$ cat config.mk
export PLATFORM = sky130hd
export DESIGN_NAME = axi4_lite_master_engine
export DESIGN_NICKNAME = d
export VERILOG_FILES = /design/src/rtl/axi4_lite_master_engine.sv
export SDC_FILE = /design/constraint.sdc
export NUM_CORES = 1
export LEC_CHECK = 0
export ABC_AREA = 1
export CAP_MARGIN = 20
export CORE_MARGIN = 2
export CORE_UTILIZATION = 40
export CTS_BUF_LIST = sky130_fd_sc_hd__clkbuf_16
export DETAILED_ROUTE_END_ITERATION = 8
export PLACE_DENSITY = 0.75
export SKIP_LAST_GASP = 1
export SYNTH_ARGS = -nofsm -noshare
export SYNTH_HDL_FRONTEND = slang
export SYNTH_SLANG_ARGS = --single-unit
$ cat constraint.sdc
create_clock -name i_axi_lite_aclk -period 3.3 [get_ports i_axi_lite_aclk]
set_clock_uncertainty 0.05 [all_clocks]
set_input_delay 0.495 -clock i_axi_lite_aclk [delete_from_list [all_inputs] [get_ports i_axi_lite_aclk]]
set_output_delay 0.495 -clock i_axi_lite_aclk [all_outputs]
set_load 0.01 [all_outputs]
$ cat src/rtl/axi4_lite_master_engine.sv
// AXI4-Lite master engine: runs single-beat AW/W/B writes and AR/R reads for a command source.
// Latency: go -> done in 3 cycles against a zero-wait slave; response waits bounded by TIMEOUT.
// Backpressure: valids are held until their handshake; go strobes are dropped while o_busy is high.
module axi4_lite_master_engine #(
   parameter int ADDR_WIDTH = 7,
   parameter int TIMEOUT    = 255
) (
   input  logic                  i_axi_lite_aclk,
   input  logic                  i_axi_lite_aresetn,
   input  logic                  i_wr_go,
   input  logic [ADDR_WIDTH-1:0] i_wr_addr,
   input  logic [31:0]           i_wr_data,
   input  logic [3:0]            i_wr_strb,
   input  logic                  i_rd_go,
   input  logic [ADDR_WIDTH-1:0] i_rd_addr,
   output logic                  o_busy,
   output logic                  o_wr_done,
   output logic [1:0]            o_bresp,
   output logic                  o_rd_done,
   output logic [31:0]           o_rdata,
   output logic [1:0]            o_rresp,
   output logic                  o_timeout,
   output logic                  o_axi_lite_awvalid,
   input  logic                  i_axi_lite_awready,
   output logic [ADDR_WIDTH-1:0] o_axi_lite_awaddr,
   output logic                  o_axi_lite_wvalid,
   input  logic                  i_axi_lite_wready,
   output logic [31:0]           o_axi_lite_wdata,
   output logic [3:0]            o_axi_lite_wstrb,
   input  logic                  i_axi_lite_bvalid,
   output logic                  o_axi_lite_bready,
   input  logic [1:0]            i_axi_lite_bresp,
   output logic                  o_axi_lite_arvalid,
   input  logic                  i_axi_lite_arready,
   output logic [ADDR_WIDTH-1:0] o_axi_lite_araddr,
   input  logic                  i_axi_lite_rvalid,
   output logic                  o_axi_lite_rready,
   input  logic [31:0]           i_axi_lite_rdata,
   input  logic [1:0]            i_axi_lite_rresp
);

   typedef enum logic [2:0] {IDLE, WADDR, WRESP, RADDR, RRESP} state_t;

   // Counter wide enough to hold TIMEOUT; abort fires on the cycle it would reach TIMEOUT.
   localparam int CW = (TIMEOUT < 2) ? 1 : $clog2(TIMEOUT + 1);
   localparam logic [CW-1:0] TO_LAST = CW'((TIMEOUT > 0) ? (TIMEOUT - 1) : 0);

   state_t        state;
   logic          aw_done;
   logic          w_done;
   logic          rd_pend;
   logic [CW-1:0] wait_cnt;

   logic aw_hs, w_hs, b_hs, ar_hs, r_hs, to_hit, aw_fin, w_fin;

   // Handshake and timeout qualifiers used by the state machine.
   assign aw_hs  = o_axi_lite_awvalid & i_axi_lite_awready;
   assign w_hs   = o_axi_lite_wvalid & i_axi_lite_wready;
   assign b_hs   = o_axi_lite_bready & i_axi_lite_bvalid;
   assign ar_hs  = o_axi_lite_arvalid & i_axi_lite_arready;
   assign r_hs   = o_axi_lite_rready & i_axi_lite_rvalid;
   assign aw_fin = aw_done | aw_hs;
   assign w_fin  = w_done | w_hs;
   assign to_hit = (TIMEOUT != 0) && (wait_cnt == TO_LAST);

   // Transaction state machine; every output is registered here.
   always_ff @(posedge i_axi_lite_aclk or negedge i_axi_lite_aresetn) begin
      if (!i_axi_lite_aresetn) begin
         state              <= IDLE;
         aw_done            <= 1'b0;
         w_done             <= 1'b0;
         rd_pend            <= 1'b0;
         wait_cnt           <= '0;
         o_busy             <= 1'b0;
         o_wr_done          <= 1'b0;
         o_bresp            <= 2'b00;
         o_rd_done          <= 1'b0;
         o_rdata            <= 32'h0;
         o_rresp            <= 2'b00;
         o_timeout          <= 1'b0;
         o_axi_lite_awvalid <= 1'b0;
         o_axi_lite_awaddr  <= '0;
         o_axi_lite_wvalid  <= 1'b0;
         o_axi_lite_wdata   <= 32'h0;
         o_axi_lite_wstrb   <= 4'h0;
         o_axi_lite_bready  <= 1'b0;
         o_axi_lite_arvalid <= 1'b0;
         o_axi_lite_araddr  <= '0;
         o_axi_lite_rready  <= 1'b0;
      end else begin
         o_wr_done <= 1'b0;
         o_rd_done <= 1'b0;
         o_timeout <= 1'b0;
         case (state)
            IDLE: begin
               if (i_wr_go) begin
                  o_axi_lite_awaddr  <= i_wr_addr;
                  o_axi_lite_wdata   <= i_wr_data;
                  o_axi_lite_wstrb   <= i_wr_strb;
                  o_axi_lite_awvalid <= 1'b1;
                  o_axi_lite_wvalid  <= 1'b1;
                  aw_done            <= 1'b0;
                  w_done             <= 1'b0;
                  rd_pend            <= i_rd_go;
                  if (i_rd_go) o_axi_lite_araddr <= i_rd_addr;
                  o_busy             <= 1'b1;
                  state              <= WADDR;
               end else if (i_rd_go) begin
                  o_axi_lite_araddr  <= i_rd_addr;
                  o_axi_lite_arvalid <= 1'b1;
                  o_busy             <= 1'b1;
                  state              <= RADDR;
               end
            end
            WADDR: begin
               // AW and W retire independently; B is opened once both are in.
               if (aw_hs) begin
                  o_axi_lite_awvalid <= 1'b0;
                  aw_done            <= 1'b1;
               end
               if (w_hs) begin
                  o_axi_lite_wvalid <= 1'b0;
                  w_done            <= 1'b1;
               end
               if (aw_fin && w_fin) begin
                  o_axi_lite_bready <= 1'b1;
                  wait_cnt          <= '0;
                  state             <= WRESP;
               end
            end
            WRESP: begin
               if (b_hs || to_hit) begin
                  o_axi_lite_bready <= 1'b0;
                  o_wr_done         <= 1'b1;
                  o_bresp           <= b_hs ? i_axi_lite_bresp : 2'b11;
                  o_timeout         <= ~b_hs;
                  // A read accepted together with this write runs even if the write aborted.
                  if (rd_pend) begin
                     rd_pend            <= 1'b0;
                     o_axi_lite_arvalid <= 1'b1;
                     state              <= RADDR;
                  end else begin
                     o_busy <= 1'b0;
                     state  <= IDLE;
                  end
               end else begin
                  wait_cnt <= wait_cnt + CW'(1);
               end
            end
            RADDR: begin
               if (ar_hs) begin
                  o_axi_lite_arvalid <= 1'b0;
                  o_axi_lite_rready  <= 1'b1;
                  wait_cnt           <= '0;
                  state              <= RRESP;
               end
            end
            RRESP: begin
               if (r_hs || to_hit) begin
                  o_axi_lite_rready <= 1'b0;
                  o_rd_done         <= 1'b1;
                  o_rresp           <= r_hs ? i_axi_lite_rresp : 2'b11;
                  o_timeout         <= ~r_hs;
                  if (r_hs) o_rdata <= i_axi_lite_rdata;
                  o_busy            <= 1'b0;
                  state             <= IDLE;
               end else begin
                  wait_cnt <= wait_cnt + CW'(1);
               end
            end
            default: begin
               o_busy <= 1'b0;
               state  <= IDLE;
            end
         endcase
      end
   end

endmodule
==> results of run 1 <==
==> flip-flops by register name, summed over array words and instances, names as in the netlist <==
signal,flops
aw_done,1
o_axi_lite_araddr,7
o_axi_lite_arvalid,1
o_axi_lite_awaddr,7
o_axi_lite_awvalid,1
o_axi_lite_bready,1
o_axi_lite_rready,1
o_axi_lite_wdata,32
o_axi_lite_wstrb,4
o_axi_lite_wvalid,1
o_bresp,2
o_busy,1
o_rd_done,1
o_rdata,32
o_rresp,2
o_timeout,1
o_wr_done,1
rd_pend,1
state,3
w_done,1
wait_cnt,8
==> power by group through the flow <==
stage          logic [mW]  registers [mW]  clock network, mW
3_5_place_dp         2.87            2.26                  0
4_1_cts              2.88            2.25               1.04
3_3_place_gp         2.81            2.24                  0
6_report             2.84            2.25              0.998
2_1_floorplan        1.16            2.49                  0
5_1_grt              3.15            2.32               1.09
==> kinds of logic (layout without fill, tap and decap cells) <==
group | Yosys count | count (layout) | share of synthesized area (%)
simple gates | 347 | 347 | 31.0
compound gates | 18 | 18 | 2.72
fa+ha+maj | 2 | 2 | 0.543
buf+inv | 44 | 237 | 4.43
mux | 7 | 7 | 1.71
flops | 109 | 109 | 59.2
xor+xnor | 2 | 2 | 0.380
==> worst reg2reg max path: stages (launching register included) <==
cell,delay [ns]
dfrtp_1,0.47
nor2_4,0.19
nand2_4,0.11
nor2_4,0.19
buf_4,0.41
nor2_2,0.09
nand3b_1,0.09
nand2_1,0.05
==> metrics by stage <==
stage               area [um2]  hold WS (ns)  setup WS (ns)
finish                    6900         0.123           1.45
global route              6900         0.176           1.38
CTS                       6900         0.152           1.44
detailed placement        6620         0.409           1.23
global placement          6620         0.402           1.29
floorplan                 4610         0.149           1.82
==> area by class of cell <==
class / instances / area (um2) / area share [%]
flip-flops and latches: 109 / 2730 / 39.6
repair buffers: 192 / 1920 / 27.9
multi-input cells: 376 / 1680 / 24.3
clock buffers: 9 / 225 / 3.27
well taps: 143 / 179 / 2.59
inverters: 29 / 114 / 1.65
clock inverters: 7 / 50.0 / 0.726
==> metal layers <==
layer	GRT usage, %	vias up
li1	-	1998
met4	9.71	0
met5	0	-
met3	6.78	29
met1	25.5	1875
met2	31.2	170
==> cells in the mapped netlist, types with 3 or more instances <==
library cell / instances
a21oi_1: 3
buf_2: 12
dfrtp_1: 109
inv_1: 22
inv_2: 5
mux2_2: 6
nand2_1: 291
nand2_2: 9
nand2_4: 4
nand3_1: 15
nor2_1: 14
nor2_2: 4
nor2_4: 3
o21ai_0: 7
==> worst min path at each step <==
| stage | cells after the start | slack [ns] | endpoint |
|---|---|---|---|
| finish | 1 | 0.12 | o_axi_lite_araddr[1]$_DFFE_PN0P_ |
| global route | 1 | 0.18 | o_axi_lite_araddr[1]$_DFFE_PN0P_ |
| CTS | 1 | 0.15 | o_axi_lite_araddr[3]$_DFFE_PN0P_ |
| detailed placement | 2 | 0.41 | o_axi_lite_wdata[11]$_DFFE_PN0P_ |
| global placement | 2 | 0.40 | o_rdata[24]$_DFFE_PN0P_ |
| floorplan | 0 | 0.15 | aw_done$_DFFE_PN0P_ |
==> summary.md, run 1 <==
| Metric | Value |
|---|---|
| Status | completed |
| Top FF cell, synth | dfrtp_1 |
| Syn Inst Count | about 530 |
| Met1 Wirelength | between 4000 and 5000 um |
| Ranking of synthesized cells by area | dfrtp_1 59%, nand2_1 24%, inv_1 1.8% |
| Die width | about 110 um |
| Worst r2r src | state[1]$_DFFE_PN0P_ |
| Ys async rst share | 100% |
| Reg2Reg Depth | 7 |
| Minimum clock period | 1.85 ns |
| Int Pwr | between 3 and 4 mW |
| Switching Share | a little under two fifths |
| Fillers | approximately 1000 |
| Yosys top cell by area | dfrtp_1 |
| Post-synth EDFFs | 0 |
| CTS Root Cell | clkbuf_16 |
| Worst path depth | 1 |
| Residual DRC | 0 |
| Final Wtd Congestion | roughly 0.83 |
| DP HPWL | a little under 9000 um |
| Routed WL per cell | 13.8 um |
| Post-Syn Nets | ~630 |
| Register area share after synthesis | about three fifths |
| Pwr Total | 6.08 mW |
| Most frequent cells in the layout | 291 x nand2_1, 188 x clkdlybuf4s50_1, 109 x dfrtp_1 |
| Max-Cap Viols | 0 |
| Reg-to-reg setup timing slack | 1.55 ns |
| YS warnings | 0 |
| Worst path top cell family by delay | buffers and inverters |
| CP max stage delay | 0.57 ns |
| CP Class | register to output pin |
| Sequential share of power | between 30% and 40% |
| Initial DRT Pass Iterations | 5 |
| TritonCTS clock tree | done |
| Commonest non-fill, non-tap cell in the layout | nand2_1 |
| Initial Util | 40.7% |
| IO Port Bufs | ~190 |
| Syn Area/Cell | 8.71 um2 |
| Metal2 WL | about 5400 um |
| WL met3 | around 1100 um |
| Vias per cell | 4.71 |
| Final setup viols | 0 |
| DR top layer | met4 |
| Post-CTS setup buffer count | 0 |
| Die height | 111 um |
| Post-CTS Hold Fix Bufs | 0 |
| Clock power share | between 10% and 20% |
| Clk buf depth | 2 |
| Switching power | 2.24 mW |
| Fmax | 539 MHz |
| Gates resized, CTS repair | 0 |
| Fin nets | around 810 |
| H-tree depth | 3 |
| Synthesized cell area | 0.00461 mm2 |
| Tcrit/Tclk final | roughly 56% |
| Worst R2R End | o_axi_lite_arvalid$_DFFE_PN0P_ |
| Crit path DAT | approximately 1.3 ns |
| Critical path capture point type | output pin |
| Distinct cells, synth | 30 |
| Synth top area share | between 50 and 60% |
| CP bufs+invs | 1 |
| Total GRT Usage | between 20% and 30% |
| Fin. max-slew vios | 0 |
| Hold Crit Class | input pin to asynchronous set/reset pin |
| Max-slew headroom | a little over half |
| # clock sinks | 109 |
| PD cells | 882 mW/mm2 |
| Worst setup path startpoint | o_axi_lite_wvalid$_DFFE_PN0P_ |
| Die Area | 0.0124 mm2 |
| Post-DRT Antenna Nets | 0 |
| Routed wire length | approximately 12000 um |
| Critical path cell sequence | clkdlybuf4s50_1 |
| Slowest CP cell | clkdlybuf4s50_1 |
| # IOs | 190 |
| VDD IR-drop max | between 400 and 500 uV |
| Crit-path max FO | 4 |
| Initial drt markers | 187 |
| Setup crit end | o_axi_lite_wvalid |
| Total CTS buffers | 9 |
| CP Launch Type | register |
| Largest net degree at the start of global routing | 61 |
| Grt total ovfl | 0 |
| Area Overhead vs Synth | 49.7% |
| Initial antenna violation count | 0 |
| Dpl cells | around 850 |
| Fin. Hold Viols | 0 |
| Final std cells w/o fill | slightly below 900 |
| TNS Setup | 0 ns |
| Vias in the first global route | between 4000 and 5000 |
| LEAKAGE | 3.41 nW |
| Utilization after layout | 60.9% |
| Core area | around 0.011 mm2 |
| Least-Margin Pin Slew | between 0.6 and 0.7 ns |
| Comb power frac | between 40% and 50% |
| Vias | a little over 4000 |
| Ant diodes | 0 |
| Clk slew on worst S/H paths | approximately 0.070 ns |
| Clock Latency Late Sink | between 0.3 and 0.4 ns |
| Flops & latches, synth | around 110 |
| Layout cells sized above 1 | between 7 and 8% |
| Unrepaired setup endpoints after global routing | false |
| WP data required | around 2.8 ns |
| First-pass GRT wire length | 20200 um |
| FP Rows | 39 |
(Power assumes the default switching activity.)
==> run 2, diff against run 1 <==
==> constraint.sdc (replaced) <==
create_clock -name i_axi_lite_aclk -period 1.73 [get_ports i_axi_lite_aclk]
set_clock_uncertainty 0.05 [all_clocks]
set_input_delay 0.2595 -clock i_axi_lite_aclk [delete_from_list [all_inputs] [get_ports i_axi_lite_aclk]]
set_output_delay 0.2595 -clock i_axi_lite_aclk [all_outputs]
set_load 0.01 [all_outputs]
==> summary.md, run 2 (same netlist as run 1, synthesis figures left out) <==
| Metric | Value |
|---|---|
| Max-slew headroom | 63.4% (was 53.6%) |
| Final Wtd Congestion | 0.870 (was 0.831) |
| Fin. max-slew vios | 0 (unchanged) |
| Die Area | 0.0124 mm2 (unchanged) |
| H-tree depth | 3 (unchanged) |
| Reg2Reg Depth | 9 (was 7) |
| Die width | 111 um (unchanged) |
| WP data required | 1.95 ns (was 2.75 ns) |
| Minimum clock period | ~1.6 ns |
| Vias per cell | 4.65 (was 4.71) |
| Max-Cap Viols | 0 (unchanged) |
| Initial drt markers | 185 (was 187) |
| Final std cells w/o fill | 874 (was 865) |
| Grt total ovfl | 0 (unchanged) |
| Fmax | about 620 MHz |
| First-pass GRT wire length | 19900 um (was 20200 um) |
| Clk buf depth | 2 (unchanged) |
| Largest registers | o_axi_lite_wdata (32), o_rdata (32), wait_cnt (8) (unchanged) |
| Dpl cells | 852 (was 849) |
| Ant diodes | 0 (unchanged) |
| CP Class | register to register (was register to output pin) |
| Routed wire length | 11800 um (was 11900 um) |
| Die height | 111 um (unchanged) |
| Fin nets | 823 (was 814) |
| Vias | 4063 (was 4072) |
| Worst r2r src | wait_cnt[1]$_DFFE_PN0P_ (was state[1]$_DFFE_PN0P_) |
| Clk slew on worst S/H paths | 0.07 ns (about the same) |
| Post-DRT Antenna Nets | 0 (unchanged) |
| Critical path capture point type | register (was output pin) |
| Utilization after layout | 61.8% (was 60.9%) |
| Hold Crit Class | input pin to asynchronous set/reset pin (unchanged) |
| DP HPWL | 8780 um (was 8910 um) |
| Crit path DAT | 1.84 ns (was 1.31 ns) |
| Core area | 0.0113 mm2 (unchanged) |
| TNS Setup | 0 ns (unchanged) |
| Final setup viols | 0 (unchanged) |
| Clock Latency Late Sink | 0.33 ns (was 0.34 ns) |
| Initial antenna violation count | 0 (unchanged) |
| VDD IR-drop max | 931 uV (was 461 uV) |
| Vias in the first global route | 4126 (was 4215) |
| TritonCTS clock tree | done (unchanged) |
| Fin. Hold Viols | 0 (unchanged) |
| Area Overhead vs Synth | 51.9% (was 49.7%) |
| LEAKAGE | 3.46 nW (was 3.41 nW) |
| Initial DRT Pass Iterations | 4 (was 5) |
| Status | completed (unchanged) |
| Worst R2R End | wait_cnt[5]$_DFFE_PN0P_ (was o_axi_lite_arvalid$_DFFE_PN0P_) |
| Least-Margin Pin Slew | 0.548 ns (was 0.694 ns) |
| Routed WL per cell | 13.5 um (was 13.8 um) |
| # clock sinks | 109 (unchanged) |
| Commonest non-fill, non-tap cell in the layout | nand2_1 (unchanged) |
| Layout cells sized above 1 | 8.48% (was 7.62%) |
| Total CTS buffers | 9 (unchanged) |
| IO Port Bufs | 189 (unchanged) |
| # IOs | 190 (unchanged) |
| Total GRT Usage | 19.6% (was 20.1%) |
| Most frequent cells in the layout | 291 x nand2_1, 188 x clkdlybuf4s50_1, 109 x dfrtp_1 (unchanged) |
| Largest net degree at the start of global routing | 55 (was 61) |
| Reg-to-reg setup timing slack | 0.11 ns (was 1.55 ns) |
| Tcrit/Tclk final | 93.4% |
| PD cells | 1700 mW/mm2 (was 882 mW/mm2) |
| CP Launch Type | register (unchanged) |
| Crit-path max FO | 6 (was 4) |
| CTS Root Cell | clkbuf_16 (unchanged) |
| Initial Util | 40.7% (unchanged) |
| Residual DRC | 0 (unchanged) |
| FP Rows | 39 (unchanged) |
run 2: repair_timing:
action,CTS,global route
gates resized for setup,0,2
buffers inserted,0,5
hold buffers,1,0
setup endpoints to repair,0,15
endpoints found under the hold margin,109,0
run 2: how the worst max path moves through the flow:
| stage | cells past startpoint | endpoint | slack [ns] | startpoint |
|---|---|---|---|---|
| 2_1_floorplan | 10 | wait_cnt[1]$_DFFE_PN0P_ | 0.25 | wait_cnt[0]$_DFFE_PN0P_ |
| 3_3_place_gp | 10 | wait_cnt[0]$_DFFE_PN0P_ | 0.06 | i_axi_lite_wready |
| 3_5_place_dp | 5 | o_rresp[1]$_DFFE_PN0P_ | 0.04 | i_axi_lite_rvalid |
| 4_1_cts | 10 | wait_cnt[5]$_DFFE_PN0P_ | 0.06 | wait_cnt[0]$_DFFE_PN0P_ |
| 5_1_grt | 9 | wait_cnt[1]$_DFFE_PN0P_ | -0.009 | wait_cnt[1]$_DFFE_PN0P_ |
| 6_report | 9 | wait_cnt[5]$_DFFE_PN0P_ | 0.11 | wait_cnt[1]$_DFFE_PN0P_ |
run 2: critical path: stages, from the launching register on:
cell	delay, ns
dfrtp_1	0.42
ha_1	0.19
inv_1	0.05
nor2_1	0.04
nand2_2	0.13
nand2_1	0.12
a21oi_4	0.26
buf_4	0.16
nand3_1	0.07
nand2_1	0.07
run 2: per-stage QoR:
step           power, mW  area [um2]  setup WS [ns]  hold slack [ns]
5_1_grt             12.8        7000       -0.00908            0.216
3_5_place_dp        9.81        6660         0.0412           0.0196
6_report            11.9        7000          0.114            0.211
4_1_cts             11.9        6960         0.0604            0.195
2_1_floorplan       6.96        4610          0.253          -0.0861
3_3_place_gp        9.63        6660         0.0577           0.0190
run 2: cell type report:
type / count / area (um2)
inverters: 29 / 116
clock inverters: 7 / 66.3
multi-input cells: 376 / 1680
well taps: 143 / 179
repair buffers: 201 / 2010
flip-flops and latches: 109 / 2730
fillers: 996 / 4320
clock buffers: 9 / 225
run 2: routing by layer:
metal  up-vias  GRT usage, %  share of wire [%]
li1       2006             -                  -
met1      1880          24.0                 42
met2       167          32.5                 47
met3        10          7.60                 11
met4         0          5.43                1.1
met5         -             0                  0
run 2: power breakdown:
group / switching, mW / total [mW] / internal, mW / leakage, nW
clock network: 0.891 / 2.01 / 1.12 / 0.144
logic: 2.74 / 5.58 / 2.84 / 1.95
registers: 0.654 / 4.30 / 3.64 / 1.37
total: 4.29 / 11.9 / 7.59 / 3.46
==> run 3, diff against run 2 <==
--- a/config.mk
+++ b/config.mk
@@ -12,6 +12,7 @@
 export CTS_BUF_LIST = sky130_fd_sc_hd__clkbuf_16
 export DETAILED_ROUTE_END_ITERATION = 8
 export PLACE_DENSITY = 0.75
+export RECOVER_POWER = 100
 export SKIP_LAST_GASP = 1
 export SYNTH_ARGS = -nofsm -noshare
 export SYNTH_HDL_FRONTEND = slang
==> constraint.sdc (replaced) <==
create_clock -name i_axi_lite_aclk -period 1.7 [get_ports i_axi_lite_aclk]
set_clock_uncertainty 0.05 [all_clocks]
set_input_delay 0.255 -clock i_axi_lite_aclk [delete_from_list [all_inputs] [get_ports i_axi_lite_aclk]]
set_output_delay 0.255 -clock i_axi_lite_aclk [all_outputs]
set_load 0.01 [all_outputs]
==> summary.md, run 3 (same netlist as run 1, synthesis figures left out) <==
| Metric | Value |
|---|---|
| LEAKAGE | 3.48 nW (was 3.46 nW) |
| Crit path DAT | 1.85 ns (was 1.84 ns) |
| Fin nets | 828 (was 823) |
| PD cells | 1740 mW/mm2 (was 1700 mW/mm2) |
| WP data required | 1.94 ns (was 1.95 ns) |
| DP HPWL | 8930 um (was 8780 um) |
| Die Area | 0.0124 mm2 (unchanged) |
| Fin. Hold Viols | 0 (unchanged) |
| Layout cells sized above 1 | 9.78% (was 8.48%) |
| Commonest non-fill, non-tap cell in the layout | nand2_1 (unchanged) |
| Clk buf depth | 2 (unchanged) |
| TritonCTS clock tree | done (unchanged) |
| Total CTS buffers | 9 (unchanged) |
| Die width | 111 um (unchanged) |
| Area Overhead vs Synth | 52.5% (was 51.9%) |
| Grt total ovfl | 0 (unchanged) |
| # clock sinks | 109 (unchanged) |
| Instance area after placement | 0.00667 mm2 (was 0.00666 mm2) |
| Critical path cell sequence | inv_1, ha_1, inv_1, nor2_1, nand2_2, nand2_2, a21oi_4, buf_4, nand3_1, nand2_1 (was ha_1, inv_1, nor2_1, nand2_2, nand2_1, a21oi_4, buf_4, nand3_1, nand2_1) |
| Die height | 111 um (unchanged) |
| # IOs | 190 (unchanged) |
| Initial drt markers | 268 (was 185) |
| Vias in the first global route | 4229 (was 4126) |
| Least-Margin Pin Slew | 0.738 ns (was 0.548 ns) |
| Largest net degree at the start of global routing | 56 (was 55) |
| Met2 usage | 33.1% (was 32.5%) |
| Residual DRC | 0 (unchanged) |
| IO Port Bufs | 189 (unchanged) |
| Ant diodes | 0 (unchanged) |
| Status | completed (unchanged) |
| Max-Cap Viols | 0 (unchanged) |
| Vias per cell | 4.69 (was 4.65) |
| Clock Latency Late Sink | 0.34 ns (was 0.33 ns) |
| Final setup viols | 0 (unchanged) |
| Post-DRT Antenna Nets | 0 (unchanged) |
| Most frequent cells in the layout | 288 x nand2_1, 188 x clkdlybuf4s50_1, 109 x dfrtp_1 (was 291 x nand2_1, 188 x clkdlybuf4s50_1, 109 x dfrtp_1) |
| Vias | 4126 (was 4063) |
| Unrepaired setup endpoints after global routing | true |
| Worst path top cell family by delay | simple AND/OR/NAND/NOR gates (unchanged) |
| Minimum clock period | 1.62 ns (about the same) |
| Routed wire length | 12000 um (was 11800 um) |
| CP bufs+invs | 3 (was 2) |
| Initial DRT Pass Iterations | 4 (unchanged) |
| CP Launch Type | register (unchanged) |
| Final Wtd Congestion | 0.870 (unchanged) |
| Gr busiest metal | met2 (unchanged) |
| Fin. max-slew vios | 0 (unchanged) |
| Crit-path max FO | 6 (unchanged) |
| VDD IR-drop max | 1210 uV (was 931 uV) |
| Core area | 0.0113 mm2 (unchanged) |
| Met3 Track Usage GR | 6.62% (was 7.60%) |
| Routed WL per cell | 13.7 um (was 13.5 um) |
| Clk slew on worst S/H paths | 0.07 ns (about the same) |
| Final instance area | 0.00703 mm2 (was 0.00700 mm2) |
| H-tree depth | 3 (unchanged) |
| Initial Util | 40.7% (unchanged) |
| Initial antenna violation count | 0 (unchanged) |
| Total GRT Usage | 19.7% (was 19.6%) |
| First-pass GRT wire length | 19900 um (about the same) |
| CP max stage delay | 0.34 ns (was 0.42 ns) |
| CTS Root Cell | clkbuf_16 (unchanged) |
| Met1 Use GR | 23.9% (was 24.0%) |
| Fin worst setup slack | 0.0846 ns (was 0.114 ns) |
| Fmax | 619 MHz (about the same) |
| CP Class | register to register (unchanged) |
| Worst slack at placement | 0.0118 ns (was 0.0412 ns) |
| Slowest CP cell | dfrtp_1 (unchanged) |
| Largest registers | o_axi_lite_wdata (32), o_rdata (32), wait_cnt (8) (unchanged) |
| Max-slew headroom | 50.8% (was 63.4%) |
| Tcrit/Tclk final | 95.0% (was 93.4%) |
| FP Rows | 39 (unchanged) |
| Hold Crit Class | input pin to asynchronous set/reset pin (unchanged) |
| Critical path capture point type | register (unchanged) |
run 3: cell types whose count changed in the layout (fill, tap and decap cells not counted), sizes merged:
cell      previous run  this run
clkinv               1         4
buf                 12        14
clkbuf               9        12
clkinvlp             2         0
inv                 32        31
run 3: final timing paths:
path	from	endpoint	slack (ns)	cells past startpoint
worst max-delay path	wait_cnt[0]$_DFFE_PN0P_	wait_cnt[5]$_DFFE_PN0P_	0.08	10
worst min-delay path	i_axi_lite_aresetn	o_axi_lite_wdata[25]$_DFFE_PN0P_	0.19	2
worst max register to register	wait_cnt[0]$_DFFE_PN0P_	wait_cnt[5]$_DFFE_PN0P_	0.08	10
worst min register to register	o_rdata[2]$_DFFE_PN0P_	o_rdata[2]$_DFFE_PN0P_	0.42	2
max in group asynchronous	i_axi_lite_aresetn	o_rdata[18]$_DFFE_PN0P_	0.42	3
min in group i_axi_lite_aclk	i_wr_addr[3]	o_axi_lite_awaddr[3]$_DFFE_PN0P_	0.39	3
run 3: metal layers:
metal  routed length [um]  up-vias  share of wire (%)
met4                  194        0                1.6
met2                 5670      165                 47
met5                    0        -                  0
li1                     -     2019                  -
met1                 5060     1928                 42
met3                 1110       14                9.2
run 3: what timing repair did:
action | in CTS | in global routing
setup endpoints to repair | 0 | 15
hold buffers | 1 | 0
setup buffers | 0 | 8
hold endpoints to repair | 109 | 0
gates resized for setup | 0 | 6
run 3: where the power goes:
group          total [mW]  leakage, nW  internal, mW  switching [mW]
clock                2.10        0.151          1.15           0.948
sequential           4.35         1.37          3.71           0.648
combinational        5.80         1.96          2.95            2.85
total                12.3         3.48          7.81            4.45
run 3: metrics by stage:
stage | utilization, % | TNS (ns) | cells | hold slack [ns] | total power [mW]
after floorplan | - | 0 | 529 | -0.0906 | 7.08
after global placement | 58.9 | 0 | 854 | 0.0144 | 9.83
after detailed placement | 58.9 | 0 | 854 | 0.0156 | 10.0
after CTS | 61.6 | 0 | 871 | 0.181 | 12.2
after global routing | 62.1 | -0.0630 | 879 | 0.235 | 13.1
final | 62.1 | 0 | 879 | 0.193 | 12.3
run 3: area by class of cell:
cell class	instances	area, um2
clock buffers	9	225
clock inverters	7	73.8
fillers	971	4300
inverters	29	116
multi-input cells	376	1690
flip-flops and latches	109	2730
well taps	143	179
repair buffers	206	2020
